### src/rtl/lc3b_types.sv
// Shared LC-3b datapath types used by the shift unit and its neighbours.
// Also holds the NZP helper that the unit applies to its result.
package lc3b_types;

   typedef logic [15:0] lc3b_word;
   typedef logic [3:0]  lc3b_imm4;
   typedef logic [2:0]  lc3b_nzp;

   // {A,D} as decoded from IR[5:4]; 2'b10 is not listed but shifts left
   typedef enum logic [1:0] {
      shf_lsl = 2'b00,
      shf_lsr = 2'b01,
      shf_asr = 2'b11
   } lc3b_shiftop;

   localparam lc3b_nzp NZP_ZERO = 3'b010;

   function automatic lc3b_nzp nzp_of(input lc3b_word w);
      logic n, z;
      n = w[15];
      z = (w == 16'h0000);
      return {n, z, !n && !z};
   endfunction

endpackage

### src/rtl/shift_unit_step.sv
// One combinational shift of up to STEP positions; k=0 passes the word through.
// An arithmetic right shift keeps bit 15 unchanged, so it is always the fill bit.
module shift_step
   import lc3b_types::*;
#(
   parameter int KW = 1
) (
   input  logic [15:0]   word,
   input  logic          dir_right,
   input  logic          arith,
   input  logic [KW-1:0] k,
   output logic [15:0]   shifted
);

   always_comb begin
      shifted = word;
      if (!dir_right) begin
         shifted = word << k;
      end else if (arith) begin
         shifted = 16'($signed(word) >>> k);
      end else begin
         shifted = word >> k;
      end
   end

endmodule

### src/rtl/shift_unit.sv
// Multicycle LC-3b SHF unit: shifts up to STEP bits per cycle under a start/done
// handshake and registers the result with its NZP code.
module shift_unit
   import lc3b_types::*;
#(
   parameter int STEP = 1
) (
   input  logic        clk,
   input  logic        reset_n,
   input  logic        start,
   input  logic [1:0]  shiftop,
   input  logic [15:0] a,
   input  logic [3:0]  amount,
   output logic        busy,
   output logic        done,
   output logic [15:0] f,
   output logic [2:0]  cc
);

   localparam int KW = $clog2(STEP + 1);

   if (!(STEP == 1 || STEP == 2 || STEP == 4 || STEP == 8 || STEP == 16)) begin : g_bad_step
      $error("shift_unit: STEP must be 1, 2, 4, 8 or 16");
   end

   typedef enum logic [1:0] {
      S_IDLE,
      S_SHIFT,
      S_DONE
   } state_t;

   state_t      state_q, state_d;
   logic [15:0] work_q, work_d;
   logic [3:0]  rem_q, rem_d;
   logic        right_q, right_d;
   logic        arith_q, arith_d;
   logic        busy_q, busy_d;
   logic        done_q, done_d;
   logic [15:0] f_q, f_d;
   logic [2:0]  cc_q, cc_d;

   logic [4:0]    k_wide;
   logic [KW-1:0] k;
   logic [3:0]    rem_next;
   logic [15:0]   shifted;

   // rem never exceeds 15, so k fits in the low 4 bits for the subtraction
   always_comb begin
      k_wide   = ({1'b0, rem_q} > 5'(STEP)) ? 5'(STEP) : {1'b0, rem_q};
      k        = k_wide[KW-1:0];
      rem_next = rem_q - k_wide[3:0];
   end

   shift_step #(.KW(KW)) u_step (
      .word      (work_q),
      .dir_right (right_q),
      .arith     (arith_q),
      .k         (k),
      .shifted   (shifted)
   );

   always_comb begin
      state_d = state_q;
      work_d  = work_q;
      rem_d   = rem_q;
      right_d = right_q;
      arith_d = arith_q;
      busy_d  = busy_q;
      done_d  = 1'b0;
      f_d     = f_q;
      cc_d    = cc_q;
      case (state_q)
         S_IDLE: begin
            if (start) begin
               work_d  = a;
               rem_d   = amount;
               right_d = shiftop[0];
               arith_d = shiftop[1] & shiftop[0];
               busy_d  = 1'b1;
               if (amount == 4'd0) begin
                  state_d = S_DONE;
                  done_d  = 1'b1;
                  f_d     = a;
                  cc_d    = nzp_of(a);
               end else begin
                  state_d = S_SHIFT;
               end
            end
         end
         S_SHIFT: begin
            work_d = shifted;
            rem_d  = rem_next;
            if (rem_next == 4'd0) begin
               state_d = S_DONE;
               done_d  = 1'b1;
               f_d     = shifted;
               cc_d    = nzp_of(shifted);
            end
         end
         S_DONE: begin
            state_d = S_IDLE;
            busy_d  = 1'b0;
         end
         default: begin
            state_d = S_IDLE;
            busy_d  = 1'b0;
         end
      endcase
   end

   always_ff @(posedge clk or negedge reset_n) begin
      if (!reset_n) begin
         state_q <= S_IDLE;
         work_q  <= 16'h0000;
         rem_q   <= 4'd0;
         right_q <= 1'b0;
         arith_q <= 1'b0;
         busy_q  <= 1'b0;
         done_q  <= 1'b0;
         f_q     <= 16'h0000;
         cc_q    <= NZP_ZERO;
      end else begin
         state_q <= state_d;
         work_q  <= work_d;
         rem_q   <= rem_d;
         right_q <= right_d;
         arith_q <= arith_d;
         busy_q  <= busy_d;
         done_q  <= done_d;
         f_q     <= f_d;
         cc_q    <= cc_d;
      end
   end

   assign busy = busy_q;
   assign done = done_q;
   assign f    = f_q;
   assign cc   = cc_q;

endmodule

### config.mk
export PLATFORM = sky130hd
export DESIGN_NAME = shift_unit
export DESIGN_NICKNAME = d
export VERILOG_FILES = /design/src/rtl/lc3b_types.sv /design/src/rtl/shift_unit_step.sv /design/src/rtl/shift_unit.sv
export SDC_FILE = /design/constraint.sdc
export NUM_CORES = 1
export LEC_CHECK = 0
export CAP_MARGIN = 10
export CORE_MARGIN = 2
export CORE_UTILIZATION = 35
export DETAILED_ROUTE_END_ITERATION = 12
export DONT_BUFFER_PORTS = 1
export GPL_TIMING_DRIVEN = 0
export PLACE_DENSITY_LB_ADDON = 0.05
export SKIP_LAST_GASP = 1
export SLEW_MARGIN = 5
export SYNTH_ARGS = -nofsm -noshare
export SYNTH_HDL_FRONTEND = slang
export SYNTH_SLANG_ARGS = --single-unit
### constraint.sdc
create_clock -name clk -period 2.95 [get_ports clk]
set_clock_uncertainty 0.2 [all_clocks]
set_input_delay 0.59 -clock clk [delete_from_list [all_inputs] [get_ports clk]]
set_output_delay 0.59 -clock clk [all_outputs]
set_load 0.05 [all_outputs]
---- After elaboration in Yosys (flattened, before gate mapping) ----
Index checks and enable logic that the tools add are counted.
word-level totals
  flip-flop bits (word level) ............. 45
  bits in latches ......................... 0
  RAM bits ................................ 0
  memory bits (read-only) ................. 0
  input port bits ......................... 25
  output and inout bits ................... 21
  word-level logic and storage cells ...... 62
  memories ................................ 0
cells by class
  $add $sub $neg .......................... 1
  multiply operators ...................... 0
  divide/modulo/power cells ............... 0
  magnitude comparators ................... 1
  equality and inequality tests ........... 4
  shifts and indexed selects .............. 3
  muxes and demuxes ....................... 25
  bitwise logic cells ..................... 2
  reductions and logical operators ........ 17
operator list
  kind                number
  $mux 16             6
  $pmux 16 s2         2
  $logic_not 16->1    2
  $shl 16x1->16       1
  $shr 16x1->16       1
  $sshr 16x1->16      1
  $mux 3              3
  $logic_not 4->1     2
  $mux 4              2
  $pmux 4 s2          1
  $reduce_and 2->1    4
  $mux 2              3
  $ne 2x2->1 const B  3
  $pmux 3 s2          1
  $gt 4x1->1 const B  1
  $logic_not 1->1     4
  $mux 1              4
  $pmux 1 s2          2
  $pmux 2 s2          1
  $reduce_and 4->1    1
  $sub 4x4->4         1
  $eq 2x1->1 const B  1
  $logic_and 1x1->1   2
  $logic_not 2->1     1
  3 further kinds     3

---- Logic depth before layout (Yosys ltp) ----
  word-level depth ........................ 10
  mapped depth ............................ 8
  depth with buffers taken out ............ 7

---- Modules after synthesis ----
Synthesis repeated with hierarchy kept, for this count alone.
second synthesis, totals
  cells, all modules ...................... 271
  area total of the unflattened synthesis .. 2583.7 µm²
modules (own cells, without submodules)
  module      times used  cells an instance  area an instance (µm²)  seq. area each (µm²)
  shift_unit  1           217                2240.9                  1102.3
  shift_step  1           54                 342.8                   0.0

---- Worst setup path after synthesis ----
Ideal clock, no wire load.
  kind .................................... register -> register
  start point ............................. register rem_q[1]
  end point ............................... register f_q[15] (netlist: f[15])
  library setup time ...................... 79 ps
  arrival time ............................ 1890 ps
  required time ........................... 2671 ps
  path slack .............................. 781 ps
  stages on the path, launching flop included .. 8
  buffers on the path ..................... 2
  period minus slack after synthesis ...... 2169 ps
  cell sequence ........................... dfrtp_1 > buf_6 > o31ai_1 > ha_1 > nand4b_1 > nand2_1 > clkbuf_1 > mux2i_1
on the way
  longest elaborated chain between the ends .. 7
  elaborated cells between the ends (all ways) .. 13
  those cells by class .................... add/sub: 1; order compare: 1; eq/ne: 1; shift: 3; mux: 5; reduce/logical: 2
RTL lines
  element                                                             line               source
  from (decl)                                                         shift_unit.sv:34   logic [3:0] rem_q, rem_d;
  from (signal assigned)                                              shift_unit.sv:125  rem_q <= rem_d;
  parallel branches: the longest is 7 deep, another holds $gt 4x1->1  --
  to (signal assigned)                                                shift_unit.sv:120  f_q <= 16'h0000;
  to (signal assigned)                                                shift_unit.sv:130  f_q <= f_d;
  to (decl)                                                           shift_unit.sv:39   logic [15:0] f_q, f_d;
Parallel ways; which one is timed is not known. The select of a mux whose other input is x is not followed.
A chain may end at the register's enable or synchronous reset.

---- Worst setup path after layout ----
Same ends and word-level chain as after synthesis.

==> reports/results.ini <==
[grt]
grt_usage=0.198
grt_pass1_wl_um=11200
grt_max_degree=45
overflow=0
grt_pass1_vias=1970
antenna_found_initial=0

[timing]
fin_tns_setup_ns=0
slew_violations=0
hold_slack_ns=0.226
hold_viol_final=0
max_slew.worst_pin.slew_ns=0.720
rsz0062_at_grt=false
post-route-period-util=0.914
max_freq_mhz=371
setup-violations-final=0
setup_ws_ns=0.254
maxSlewHeadroom=0.516
fin_crit_ns=2.70

[min_path]
hp-class=in2reg

[synthesis]
synth_warnings=0
synth_top_area_cell=dfrtp_1
synth_cell_types=40
async_flop_share=1.00
netlist_area_um2=2400
synthFlopType=dfrtp_1
synth_top_area_frac=0.447
synth-edff-count=0
syn_nets=300
synth.ff_latch_count=44
ys_top_cells_by_area=dfrtp_1 (45%), a21oi_1 (7.7%), mux2i_1 (6.7%), nor2_1 (6.2%), a211oi_1 (4.4%)
syn_area_per_cell_um2=8.78
ys_seq_area_frac=0.458
syn_inst=274

[floorplan]
die_h_um=86.9
dieArea_um2=7550
io_pins=46
initial_core_util=0.358
core-area_um2=6720
core.rowCount=30
die_w_um=86.9

[worst_setup_path]
cp_max_fo=10
critPathSlowestCell=clkbuf_1
arrival_ns=2.72
cp_cell_sequence=buf_6 -> o31ai_1 -> ha_1 -> nand4b_1 -> nand2_1 -> clkbuf_1 -> mux2i_1
endpoint_kind=flop
worst_setup_path_start_kind=flop
criticalPathCategory=reg2reg
critPathRequiredTime_ns=2.98
max_stage_delay_ns=0.55

[clock_tree]
cts.sinks=44
cts_tree=done
clockRootBuffer=clkbuf_8
clkLatencyLatePin_ns=0.31
clk_pin_slew_ns=0.08
cts_resized=0
clockBufferDepth=2
ctsHoldBuffers=2
h-tree-depth=2
cts_setup_buffers=0
cts_buffers=5

[place]
io_buffers=0
detailedPlacementHpwl_um=4880
gp_congestion=0.779
dpl.cell_count=354
dp_worst_setup_slack_ns=0.219

[finish]
multi_input_area_um2=1170
final_cells=364
area_growth_pct=10.1
n_antenna_cell=0
fillCellCount=697
drive_above_1_share=0.0739
nNetsFinal=309
seq_area_um2=1100

[drt]
post-route-drc-count=0
wl_per_cell_um=19.2
dr.pass1.iters=4
num_vias=2072
postRouteAntennaNets=0
drt_iter0_markers=124
viasPerCell=5.69
routed_wl_um=6990

[run]
max_cap_violations=0

[run_status]
outcome=finished clean

stage by stage:
step / utilization / area (um^2)
6_report: 0.394 / 2650
3_5_place_dp: 0.373 / 2500
2_1_floorplan: - / 2400
4_1_cts: 0.394 / 2650
3_3_place_gp: 0.373 / 2500
5_1_grt: 0.394 / 2650
metal layers:
metal | part of all wire | track usage | vias to the layer above
met4 | 0.011 | 0.0625 | 0
met2 | 0.45 | 0.293 | 41
met3 | 0.045 | 0.0436 | 6
met1 | 0.49 | 0.287 | 1014
li1 | - | - | 1011
met5 | 0 | 0 | -
cell families (layout without fill, tap and decap cells):
logic type / Yosys count / in the layout / synth area share
and+or+nand+nor: 97 / 97 / 0.189
adders and majority gates: 1 / 1 / 0.00520
buffers and inverters: 27 / 37 / 0.0557
muxes: 16 / 16 / 0.0666
DFF: 44 / 44 / 0.458
AOI/OAI and AO/OA: 89 / 89 / 0.225
layout make-up:
class / instances / area share
timing repair buffer: 2 / 0.0142
multi-input combinational: 203 / 0.441
tap: 80 / 0.0378
sequential: 44 / 0.416
clock inverter: 1 / 0.0113
inverter: 8 / 0.0113
buffer: 19 / 0.0392
clock buffer: 7 / 0.0288
registers in the layout, indices dropped and copies added (netlist names):
signal / cells
f: 16
work_q: 16
rem_q: 4
cc: 2
state_q: 2
arith_q: 1
busy: 1
done: 1
right_q: 1
synthesized netlist by cell type (2+ instances only):
master,instances
a211oi_1,14
nand4_1,3
dfrtp_1,43
nor2_1,40
nand2_1,23
nand3_1,3
o21ai_1,16
mux2i_1,16
o21ai_0,10
nor3b_1,2
a21oi_1,37
buf_2,5
clkbuf_1,10
o31ai_1,2
nor3_1,8
buf_6,3
and3_1,2
inv_1,8
nor4_1,8
cell usage in the layout, fill, tap and decap left out, types with 2 or more instances in the layout:
| cell | netlist | layout |
|---|---|---|
| nor3_1 | 8 | 8 |
| a21oi_1 | 37 | 37 |
| o21ai_0 | 10 | 10 |
| a211oi_1 | 14 | 14 |
| buf_2 | 5 | 5 |
| mux2i_1 | 16 | 16 |
| dfrtp_1 | 43 | 43 |
| inv_1 | 8 | 8 |
| nand2_1 | 23 | 23 |
| nand3_1 | 3 | 3 |
| clkbuf_1 | 10 | 12 |
| nand4_1 | 3 | 3 |
| o31ai_1 | 2 | 2 |
| clkbuf_8 | 0 | 5 |
| nor4_1 | 8 | 8 |
| and3_1 | 2 | 2 |
| nor2_1 | 40 | 40 |
| nor3b_1 | 2 | 2 |
| o21ai_1 | 16 | 16 |
| buf_6 | 3 | 3 |
critical path: cells and delay by family, from the launching register on:
| kind | cells | cell delay (ns) |
|---|---|---|
| AOI/OAI and AO/OA | 1 | 0.32 |
| adders and majority gates | 1 | 0.27 |
| buffers and inverters | 2 | 0.69 |
| DFF | 1 | 0.38 |
| muxes | 1 | 0.24 |
| and+or+nand+nor | 2 | 0.51 |
final timing paths:
path / start / to / slack [ns] / cells past startpoint
setup / recovery: rem_q[1] / f[15] / 0.25 / 7
hold / removal: shiftop[0] / right_q / 0.23 / 2
setup reg to reg: rem_q[1] / f[15] / 0.25 / 7
hold reg to reg: arith_q / arith_q / 0.37 / 2
max in group asynchronous: reset_n / cc[1] / 1.66 / 2
min in group asynchronous: reset_n / work_q[11] / 0.62 / 2
Power is left out: the tool's default activity adds up to more than one toggle a clock period on the data nets, which glitch-free logic cannot reach.
